==> src/rtl/cmd_dispatch_gen.sv <==
// Scope command dispatcher: decodes UART commands into SPI gain/trigger/EEPROM
// transactions or capture dumps and returns response bytes. Optional TRIG_CFG_EN adds trig_cfg.
module cmd_dispatch_gen #(
  parameter int         NUM_CH      = 3,
  parameter int         TIMEOUT_CYC = 1024,
  parameter logic [7:0] ACK_BYTE    = 8'hA5,
  parameter logic [7:0] NACK_BYTE   = 8'hEE,
  localparam int        CH_W        = (NUM_CH > 1) ? $clog2(NUM_CH) : 1
)(
  input  logic              clk,
  input  logic              rst,
  input  logic [23:0]       cmd,
  input  logic              cmd_rdy,
  output logic              clr_cmd_rdy,
  output logic [7:0]        resp_data,
  output logic              send_resp,
  input  logic              resp_sent,
  output logic [NUM_CH+1:0] ss,
  output logic              wrt_SPI,
  output logic [15:0]       SPI_data,
  input  logic [7:0]        EEP_data,
  input  logic              SPI_done,
  output logic              start_dump,
  output logic [CH_W-1:0]   dump_channel,
  input  logic [7:0]        dump_byte,
  input  logic              dump_valid,
  output logic              dump_ready,
  input  logic              dump_finished,
  output logic              busy
`ifdef TRIG_CFG_EN
  ,
  output logic [5:0]        trig_cfg
`endif
);

  localparam int SS_W  = NUM_CH + 2;
  localparam int CNT_W = $clog2(TIMEOUT_CYC);
  localparam logic [CNT_W-1:0] CNT_LAST = CNT_W'(TIMEOUT_CYC - 1);
  localparam logic [SS_W-1:0]  TRIG_SEL = SS_W'(1) << NUM_CH;
  localparam logic [SS_W-1:0]  EEP_SEL  = SS_W'(1) << (NUM_CH + 1);

  typedef enum logic [2:0] {IDLE, SPI_WAIT, RD_WAIT, RESP_WAIT, DUMP, DUMP_WAIT} state_t;

  state_t           state;
  logic [CNT_W-1:0] cnt;
  logic             pend;      // response byte loaded, send_resp goes out next cycle
  logic             fin_seen;

  logic [3:0]       op;
  logic [CH_W-1:0]  ch;
  logic             ch_ok;
  logic             op_ok;
  logic [7:0]       gain_val;
  logic [SS_W-1:0]  ch_sel;
  logic             unused_cmd;

  assign unused_cmd = ^{cmd[23:20], cmd[15:14]};

  always_comb begin
    op       = cmd[19:16];
    ch       = cmd[8 +: CH_W];
    ch_ok    = (32'(ch) < 32'(NUM_CH));
    ch_sel   = SS_W'(1) << ch;
    gain_val = 8'h02;
    case (cmd[12:10])
      3'd0: gain_val = 8'h02;
      3'd1: gain_val = 8'h05;
      3'd2: gain_val = 8'h09;
      3'd3: gain_val = 8'h14;
      3'd4: gain_val = 8'h28;
      3'd5: gain_val = 8'h46;
      3'd6: gain_val = 8'h6B;
      3'd7: gain_val = 8'hDD;
      default: gain_val = 8'h02;
    endcase
    case (op)
      4'd1, 4'd2:       op_ok = ch_ok;
      4'd3, 4'd8, 4'd9: op_ok = 1'b1;
`ifdef TRIG_CFG_EN
      4'd4:             op_ok = 1'b1;
`endif
      default:          op_ok = 1'b0;
    endcase
  end

  always_ff @(posedge clk) begin
    if (rst) begin
      state        <= IDLE;
      cnt          <= '0;
      pend         <= 1'b0;
      fin_seen     <= 1'b0;
      clr_cmd_rdy  <= 1'b0;
      resp_data    <= 8'h00;
      send_resp    <= 1'b0;
      ss           <= '0;
      wrt_SPI      <= 1'b0;
      SPI_data     <= 16'h0000;
      start_dump   <= 1'b0;
      dump_channel <= '0;
      dump_ready   <= 1'b0;
      busy         <= 1'b0;
`ifdef TRIG_CFG_EN
      trig_cfg     <= 6'h00;
`endif
    end else begin
      clr_cmd_rdy <= 1'b0;
      wrt_SPI     <= 1'b0;
      send_resp   <= 1'b0;
      start_dump  <= 1'b0;
      case (state)
        IDLE: if (cmd_rdy) begin
          clr_cmd_rdy <= 1'b1;
          busy        <= 1'b1;
          if (!op_ok) begin
            resp_data <= NACK_BYTE;
            pend      <= 1'b1;
            state     <= RESP_WAIT;
          end else begin
            case (op)
              4'd1: begin
                start_dump   <= 1'b1;
                dump_channel <= ch;
                dump_ready   <= 1'b1;
                fin_seen     <= 1'b0;
                state        <= DUMP;
              end
              4'd2: begin
                ss       <= ch_sel;
                SPI_data <= {8'h13, gain_val};
                wrt_SPI  <= 1'b1;
                state    <= SPI_WAIT;
              end
              4'd3: begin
                ss       <= TRIG_SEL;
                SPI_data <= {8'h13, cmd[7:0]};
                wrt_SPI  <= 1'b1;
                state    <= SPI_WAIT;
              end
              4'd8: begin
                ss       <= EEP_SEL;
                SPI_data <= {2'b01, cmd[13:0]};
                wrt_SPI  <= 1'b1;
                state    <= SPI_WAIT;
              end
              4'd9: begin
                ss       <= EEP_SEL;
                SPI_data <= {2'b00, cmd[13:8], 8'h00};
                wrt_SPI  <= 1'b1;
                state    <= RD_WAIT;
              end
`ifdef TRIG_CFG_EN
              4'd4: begin
                trig_cfg  <= cmd[5:0];
                resp_data <= ACK_BYTE;
                pend      <= 1'b1;
                state     <= RESP_WAIT;
              end
`endif
              default: begin
                resp_data <= NACK_BYTE;
                pend      <= 1'b1;
                state     <= RESP_WAIT;
              end
            endcase
          end
        end
        SPI_WAIT, RD_WAIT: begin
          // SPI_done wins over a timeout expiring in the same cycle
          if (SPI_done) begin
            resp_data <= (state == RD_WAIT) ? EEP_data : ACK_BYTE;
            send_resp <= 1'b1;
            ss        <= '0;
            cnt       <= '0;
            state     <= RESP_WAIT;
          end else if (cnt == CNT_LAST) begin
            resp_data <= NACK_BYTE;
            send_resp <= 1'b1;
            ss        <= '0;
            cnt       <= '0;
            state     <= RESP_WAIT;
          end else begin
            cnt <= cnt + 1'b1;
          end
        end
        RESP_WAIT: begin
          if (pend) begin
            send_resp <= 1'b1;
            pend      <= 1'b0;
          end else if (resp_sent) begin
            busy  <= 1'b0;
            state <= IDLE;
          end
        end
        DUMP: begin
          if (dump_valid && dump_ready) begin
            resp_data  <= dump_byte;
            send_resp  <= 1'b1;
            dump_ready <= 1'b0;
            fin_seen   <= dump_finished;
            state      <= DUMP_WAIT;
          end else if (dump_finished) begin
            dump_ready <= 1'b0;
            busy       <= 1'b0;
            state      <= IDLE;
          end
        end
        DUMP_WAIT: begin
          if (resp_sent) begin
            if (fin_seen || dump_finished) begin
              fin_seen <= 1'b0;
              busy     <= 1'b0;
              state    <= IDLE;
            end else begin
              dump_ready <= 1'b1;
              state      <= DUMP;
            end
          end else if (dump_finished) begin
            fin_seen <= 1'b1;
          end
        end
        default: begin
          busy  <= 1'b0;
          state <= IDLE;
        end
      endcase
    end
  end

endmodule

==> config.mk <==
export PLATFORM = sky130hd
export DESIGN_NAME = cmd_dispatch_gen
export DESIGN_NICKNAME = d
export VERILOG_FILES = /design/src/rtl/cmd_dispatch_gen.sv
export SDC_FILE = /design/constraint.sdc
export NUM_CORES = 1
export LEC_CHECK = 0
export ABC_AREA = 1
export CAP_MARGIN = 20
export CORE_MARGIN = 2
export CORE_UTILIZATION = 52
export CTS_CLUSTER_SIZE = 24
export DETAILED_ROUTE_END_ITERATION = 10
export MAX_ROUTING_LAYER = met4
export PLACE_DENSITY = 0.89
export SLEW_MARGIN = 20
export SYNTH_ARGS = -nofsm -noshare
export SYNTH_HDL_FRONTEND = slang
export SYNTH_SLANG_ARGS = --single-unit
==> constraint.sdc <==
create_clock -name clk -period 3.2 [get_ports clk]
set_input_delay 0.64 -clock clk [delete_from_list [all_inputs] [get_ports clk]]
set_output_delay 0.64 -clock clk [all_outputs]
set_load 0.02 [all_outputs]
==> results of run 1 <==
-- power groups by stage --
| stage | sequential [µW] | combinational, µW | clock (µW) |
|---|---|---|---|
| 6_report | 838 | 1160 | 411 |
| 5_1_grt | 851 | 1290 | 448 |
| 4_1_cts | 836 | 1160 | 415 |
| 3_5_place_dp | 851 | 1150 | 0 |
| 3_3_place_gp | 845 | 1120 | 0 |
| 2_1_floorplan | 927 | 744 | 0 |
-- worst max-delay path: stages --
cell,delay (ns)
clkdlybuf4s50_1,0.58
nand2_1,0.07
inv_1,0.06
nand2_1,0.09
nand2_2,0.12
inv_2,0.12
nand2_2,0.16
nand3_4,0.24
o21ai_0,0.24
a21oi_1,0.06
-- flip-flops by register name (all words and copies together), names as in the netlist --
name / flops
resp_data: 8
wrt_SPI: 1
dump_channel: 2
ss: 5
SPI_data: 15
start_dump: 1
state: 3
cnt: 10
fin_seen: 1
pend: 1
send_resp: 1
busy: 1
dump_ready: 1
clr_cmd_rdy: 1
-- synth_stat cells --
master       n  area (µm²)
nor2_1      92       345.3
a21oi_2      1       8.760
o31ai_1      1       7.510
a31oi_1      1       6.260
buf_6        4       45.04
a21oi_1     27       135.1
nand3_2      4       40.04
conb_1       1       3.750
inv_2        4       15.01
nand2_1    115       431.7
o2111ai_1    1       8.760
ha_1         5       62.56
nand3_1     20       100.1
nor2_2       3       18.77
nand2_2      4       25.02
nor2_4       5       56.30
xnor2_1      1       8.760
o21bai_1     1       7.510
buf_4        1       7.510
o22ai_1      1       6.260
nand4_1      6       37.54
and3_1       1       6.260
a31o_2       1       8.760
a22oi_1      2       15.01
nor3_1       3       15.01
buf_2        4       20.02
nand3_4      1       17.52
nand2_4      3       33.78
inv_1       54       202.7
xor2_1       3       26.28
dfxtp_1     51        1021
nand3b_1     2       15.01
clkbuf_1     4       15.01
o21ai_0     33       165.2
-- how the worst min path moves through the flow --
stage,endpoint,slack (ns),cells after the start
floorplan,fin_seen,0.46,2
global placement,SPI_data[6],0.44,2
detailed placement,SPI_data[3],0.44,2
CTS,SPI_data[12],0.46,2
global route,SPI_data[12],0.48,2
finish,SPI_data[6],0.46,2
-- kinds of logic after synthesis --
logic type,count (synthesis),synth area share [%]
other,1,0.1276
and+or+nand+nor,259,38.87
buffers and inverters,71,10.39
xor gates and xnor gates,4,1.192
AOI/OAI and AO/OA,69,12.56
adders and majority gates,5,2.129
DFF,51,34.74
-- through the flow --
step	area (µm²)	setup slack (ns)	power (µW)	cells	hold WS (ns)
floorplan	2939	1.488	1671	460	0.4558
global placement	3717	0.7449	1969	597	0.4370
detailed placement	3717	0.7052	1998	597	0.4425
CTS	3817	1.026	2407	605	0.4600
global route	3817	0.8071	2592	605	0.4818
finish	3817	1.005	2405	605	0.4562
-- routing by layer --
metal	track usage [%]	up-vias	share of wire, %
met5	-	-	0
met4	9.310	0	1.1
met3	5.909	12	6.7
met2	42.46	107	49
met1	27.27	1421	43
li1	-	1591	-
-- cell type report --
class	instances	area [µm²]	share of cell area, %
sequential	51	1021	26.75
inverter	58	217.7	5.703
clock buffer	8	100.1	2.622
multi-input combinational	338	1613	42.25
tap	72	90.09	2.360
timing repair buffer	78	775.7	20.32
==> results.cfg, run 1 <==
[global_route]
grt_pass1_vias = 2920
grt_max_degree = 34
gr-usage-all-layers_pct = 24.48
grt_overflow = 0
grt_pass1_wl_um = 12090
antenna_found_initial = 0

[final_layout]
drive_above_1_share_pct = 6.567
utilization_pct = 69.75
area_growth_syn_to_layout_pct = 29.89
diodes = 0
fillers = 479
mostFrequentLayoutCells = nand2_1 (115), nor2_1 (92), clkdlybuf4s50_1 (76)
mostFrequentLayoutCell = nand2_1
fin_nets = 584

[min_path]
hold_start = SPI_data[6]
min_path_type = reg -> reg

[synthesis]
syn-num-nets = 512
syn_inst = 460
synth-warning-count = 0
ys_seq_elements = 51
syn-cell-area_um2 = 2939
avgSynthCellArea_um2 = 6.389
seq_area_frac_synth_pct = 34.74
yosysUniqueCellTypes = 34

[setup_path]
reg2reg_slack_ns = 1.16
cp.required_ns = 3.40
crit_path_start_kind = primary input
criticalPathCategory = in -> reg
cp-end-kind = register
timing.rr.start = state[1]
r2r_cells = 10
arrival_ns = 2.39
cp-startpoint = cmd[16]
reg2reg_to = resp_data[3]
cp-endpoint = SPI_data[0]
critical_path_peak_fanout = 26

[cts]
clkTransAtPathRegs_ns = 0.09
htree_levels = 2
clockBufferDepth = 2
clkSinkCount = 51
postCtsSetupBuffers = 0
cts.hold.buffers_added = 0
root_buffer = clkbuf_8
cts_resized = 0
cts_tree = yes
numCtsBuffers = 5
worstSkewPairLatency_ns = 0.31

[timing]
timing.fmax_mhz = 455.5
hold_violations = 0
slew_viol_final = 0
setup_viol = 0
fin_worst_skew_ns = 0.008138
fin_crit_sh_pct = 68.61
setup_tns_ns = 0
period_needed_ns = 2.195
grt_setup_unrepaired = no

[die]
die_w_um = 79.18
die_y_um = 79.18
core_um2 = 5473
dieArea_um2 = 6269
start_util_pct = 53.70
ioPinCount = 84
fp-row-count = 27

[power]
pwr-share-comb_pct = 48.1
peakVddDrop_uv = 301.1
switching_power_uw = 1015
swShare_pct = 42.20
seqPwrFrac_pct = 34.8
p_clk_share_pct = 17.1
leakage_uw = 0.001704
internal-power_uw = 1390
power_density_nw_per_um2 = 630.0

[routing]
routed-via-count = 3131
vias_per_cell = 5.175
drt_first_pass_iters = 5
wire_per_inst_um = 12.14
detail-route-antenna-nets = 0
wl_um = 7343
drt_iter0_drc = 244
route.detailed.drc = 0

[placement]
place_hpwl_um = 5401
place_congestion = 0.9377
portBuffers = 76

[outcome]
outcome = finished clean

[flow_run]
drv_cap = 0
Power figures use the tool's default switching activity.
==> run 2, diff against run 1 <==
--- a/config.mk
+++ b/config.mk
@@ -8,11 +8,11 @@
 export ABC_AREA = 1
 export CAP_MARGIN = 20
 export CORE_MARGIN = 2
-export CORE_UTILIZATION = 52
+export CORE_UTILIZATION = 48
 export CTS_CLUSTER_SIZE = 24
 export DETAILED_ROUTE_END_ITERATION = 10
 export MAX_ROUTING_LAYER = met4
-export PLACE_DENSITY = 0.89
+export PLACE_DENSITY = 0.83
 export SLEW_MARGIN = 20
 export SYNTH_ARGS = -nofsm -noshare
 export SYNTH_HDL_FRONTEND = slang
==> constraint.sdc (replaced) <==
create_clock -name clk -period 2.1 [get_ports clk]
set_input_delay 0.42 -clock clk [delete_from_list [all_inputs] [get_ports clk]]
set_output_delay 0.42 -clock clk [all_outputs]
set_load 0.02 [all_outputs]
==> results.cfg, run 2 (synthesis results as in run 1) <==
[final_layout]
instances_no_fill = 622
multiInputGateArea_um2 = 1613
area_growth_syn_to_layout_pct = 33.59
mostFrequentLayoutCell = nand2_1
fin_nets = 598
fillers = 518
reg.largest.list = SPI_data: 15 flops, cnt: 10 flops, resp_data: 8 flops
register_area_um2 = 1021
diodes = 0
drive_above_1_share_pct = 8.958
top_register = SPI_data
mostFrequentLayoutCells = nand2_1 (115), nor2_1 (92), clkdlybuf4s50_1 (76)
largest_reg_flops = 15
utilization_pct = 66.31

[power]
swShare_pct = 41.82
peakVddDrop_uv = 653.9
power_density_nw_per_um2 = 941.7
p_clk_share_pct = 16.8
leakage_uw = 0.001770
internal-power_uw = 2151
switching_power_uw = 1546
seqPwrFrac_pct = 33.8
pwr-share-comb_pct = 49.4

[routing]
route.detailed.drc = 0
drt_iter0_drc = 189
routed-via-count = 3115
wl_um = 7320
wire_per_inst_um = 11.77
detail-route-antenna-nets = 0
drt_first_pass_iters = 4
vias_per_cell = 5.008

[cts]
htree_levels = 2
cts.hold.buffers_added = 0
postCtsSetupBuffers = 0
clkTransAtPathRegs_ns = 0.09
cts_resized = 0
worstSkewPairLatency_ns = 0.31
clkSinkCount = 51
clockBufferDepth = 2
numCtsBuffers = 5
root_buffer = clkbuf_8
cts_tree = yes

[setup_path]
crit_path_start_kind = register
critical_path.top_delay_family = simple AND/OR/NAND/NOR gates
cp_cell_sequence = nor2_4 > nand2_4 > nand2_4 > inv_1 > nand2_1 > nand2_1 > nor2_1 > nand2_1 > nand2_1 > nor2_1
r2r_cells = 10
criticalPathCategory = reg -> reg
cp_num_cells = 10
critical_path_peak_fanout = 16
slowest_stage = dfxtp_1
cp.required_ns = 2.31
cp-startpoint = state[0]
critPathBufInv = 1
crit_top_cell = nand2_1
timing.rr.start = state[0]
max_stage_delay_ns = 0.43
arrival_ns = 2.09
cp-end-kind = register

[timing]
setup_viol = 0
fin_worst_skew_ns = 0.006395
timing.fmax_mhz = 530.2
fin_crit_sh_pct = 89.82
hold_violations = 0
slew_viol_final = 0
grt_setup_unrepaired = no
period_needed_ns = 1.886

[global_route]
grt_overflow = 0
grt_pass1_wl_um = 12210
antenna_found_initial = 0
grt_max_degree = 27
grt_pass1_vias = 2951
gr-usage-all-layers_pct = 23.32

[min_path]
hold_depth = 2
hold_start = SPI_data[14]
min_path_type = reg -> reg

[placement]
place_hpwl_um = 5602
portBuffers = 76
place_congestion = 0.8912
placed_cells = 614

[flow_run]
drv_cap = 0

[die]
core_um2 = 5921
dieArea_um2 = 6765
start_util_pct = 49.64
fp-row-count = 28
ioPinCount = 84
die_y_um = 82.25
die_w_um = 82.25

[outcome]
outcome = finished clean
[run 2: cell count changes in the layout (fill, tap and decap cells not counted), sizes merged]
| cell | change |
|---|---|
| buf | +14 |
[run 2: power groups by stage]
stage | Clock, µW | Combinational [µW] | Sequential [µW]
detailed placement | 0 | 1820 | 1280
finish | 621 | 1830 | 1250
CTS | 631 | 1830 | 1250
global placement | 0 | 1790 | 1270
global route | 664 | 2040 | 1270
floorplan | 0 | 1130 | 1410
[run 2: worst register-to-register path: stages (launching register included)]
cell and delay [ns]:
dfxtp_1 0.43, nor2_4 0.24, nand2_4 0.11, nand2_4 0.20, inv_1 0.21, nand2_1 0.18, nand2_1 0.12, nor2_1 0.12
nand2_1 0.06, nand2_1 0.07, nor2_1 0.04
[run 2: area by class of cell]
| type | count | area share [%] |
|---|---|---|
| multi-input combinational | 338 | 41.08 |
| sequential | 51 | 26.00 |
| timing repair buffer | 92 | 22.43 |
| inverter | 58 | 5.545 |
| clock buffer | 8 | 2.549 |
| tap | 75 | 2.390 |
[run 2: final timing paths]
check | endpoint | slack, ns
hold / removal | SPI_data[14] | 0.45
hold reg to reg | SPI_data[14] | 0.45
setup reg to reg | resp_data[1] | 0.21
setup / recovery | resp_data[1] | 0.21
[run 2: through the flow]
step           setup TNS [ns]  area [µm²]  power [µW]  setup WS, ns  hold slack (ns)
5_1_grt                     0        3926        3979     0.0001712           0.4606
4_1_cts                     0        3926        3711        0.2287           0.4502
2_1_floorplan               0        2939        2546        0.5494           0.4558
6_report                    0        3926        3697        0.2138           0.4470
3_3_place_gp          -0.1389        3826        3056      -0.03173           0.4346
3_5_place_dp          -0.4895        3826        3093      -0.06501           0.4362
[run 2: per-layer routing]
layer	wire, µm	part of all wire, %	vias to the layer above	GRT usage, %
met5	0	0	-	-
met4	125	1.7	0	7.500
met3	520	7.1	14	5.652
met2	3467	47	101	40.81
met1	3205	44	1391	26.06
li1	-	-	1609	-
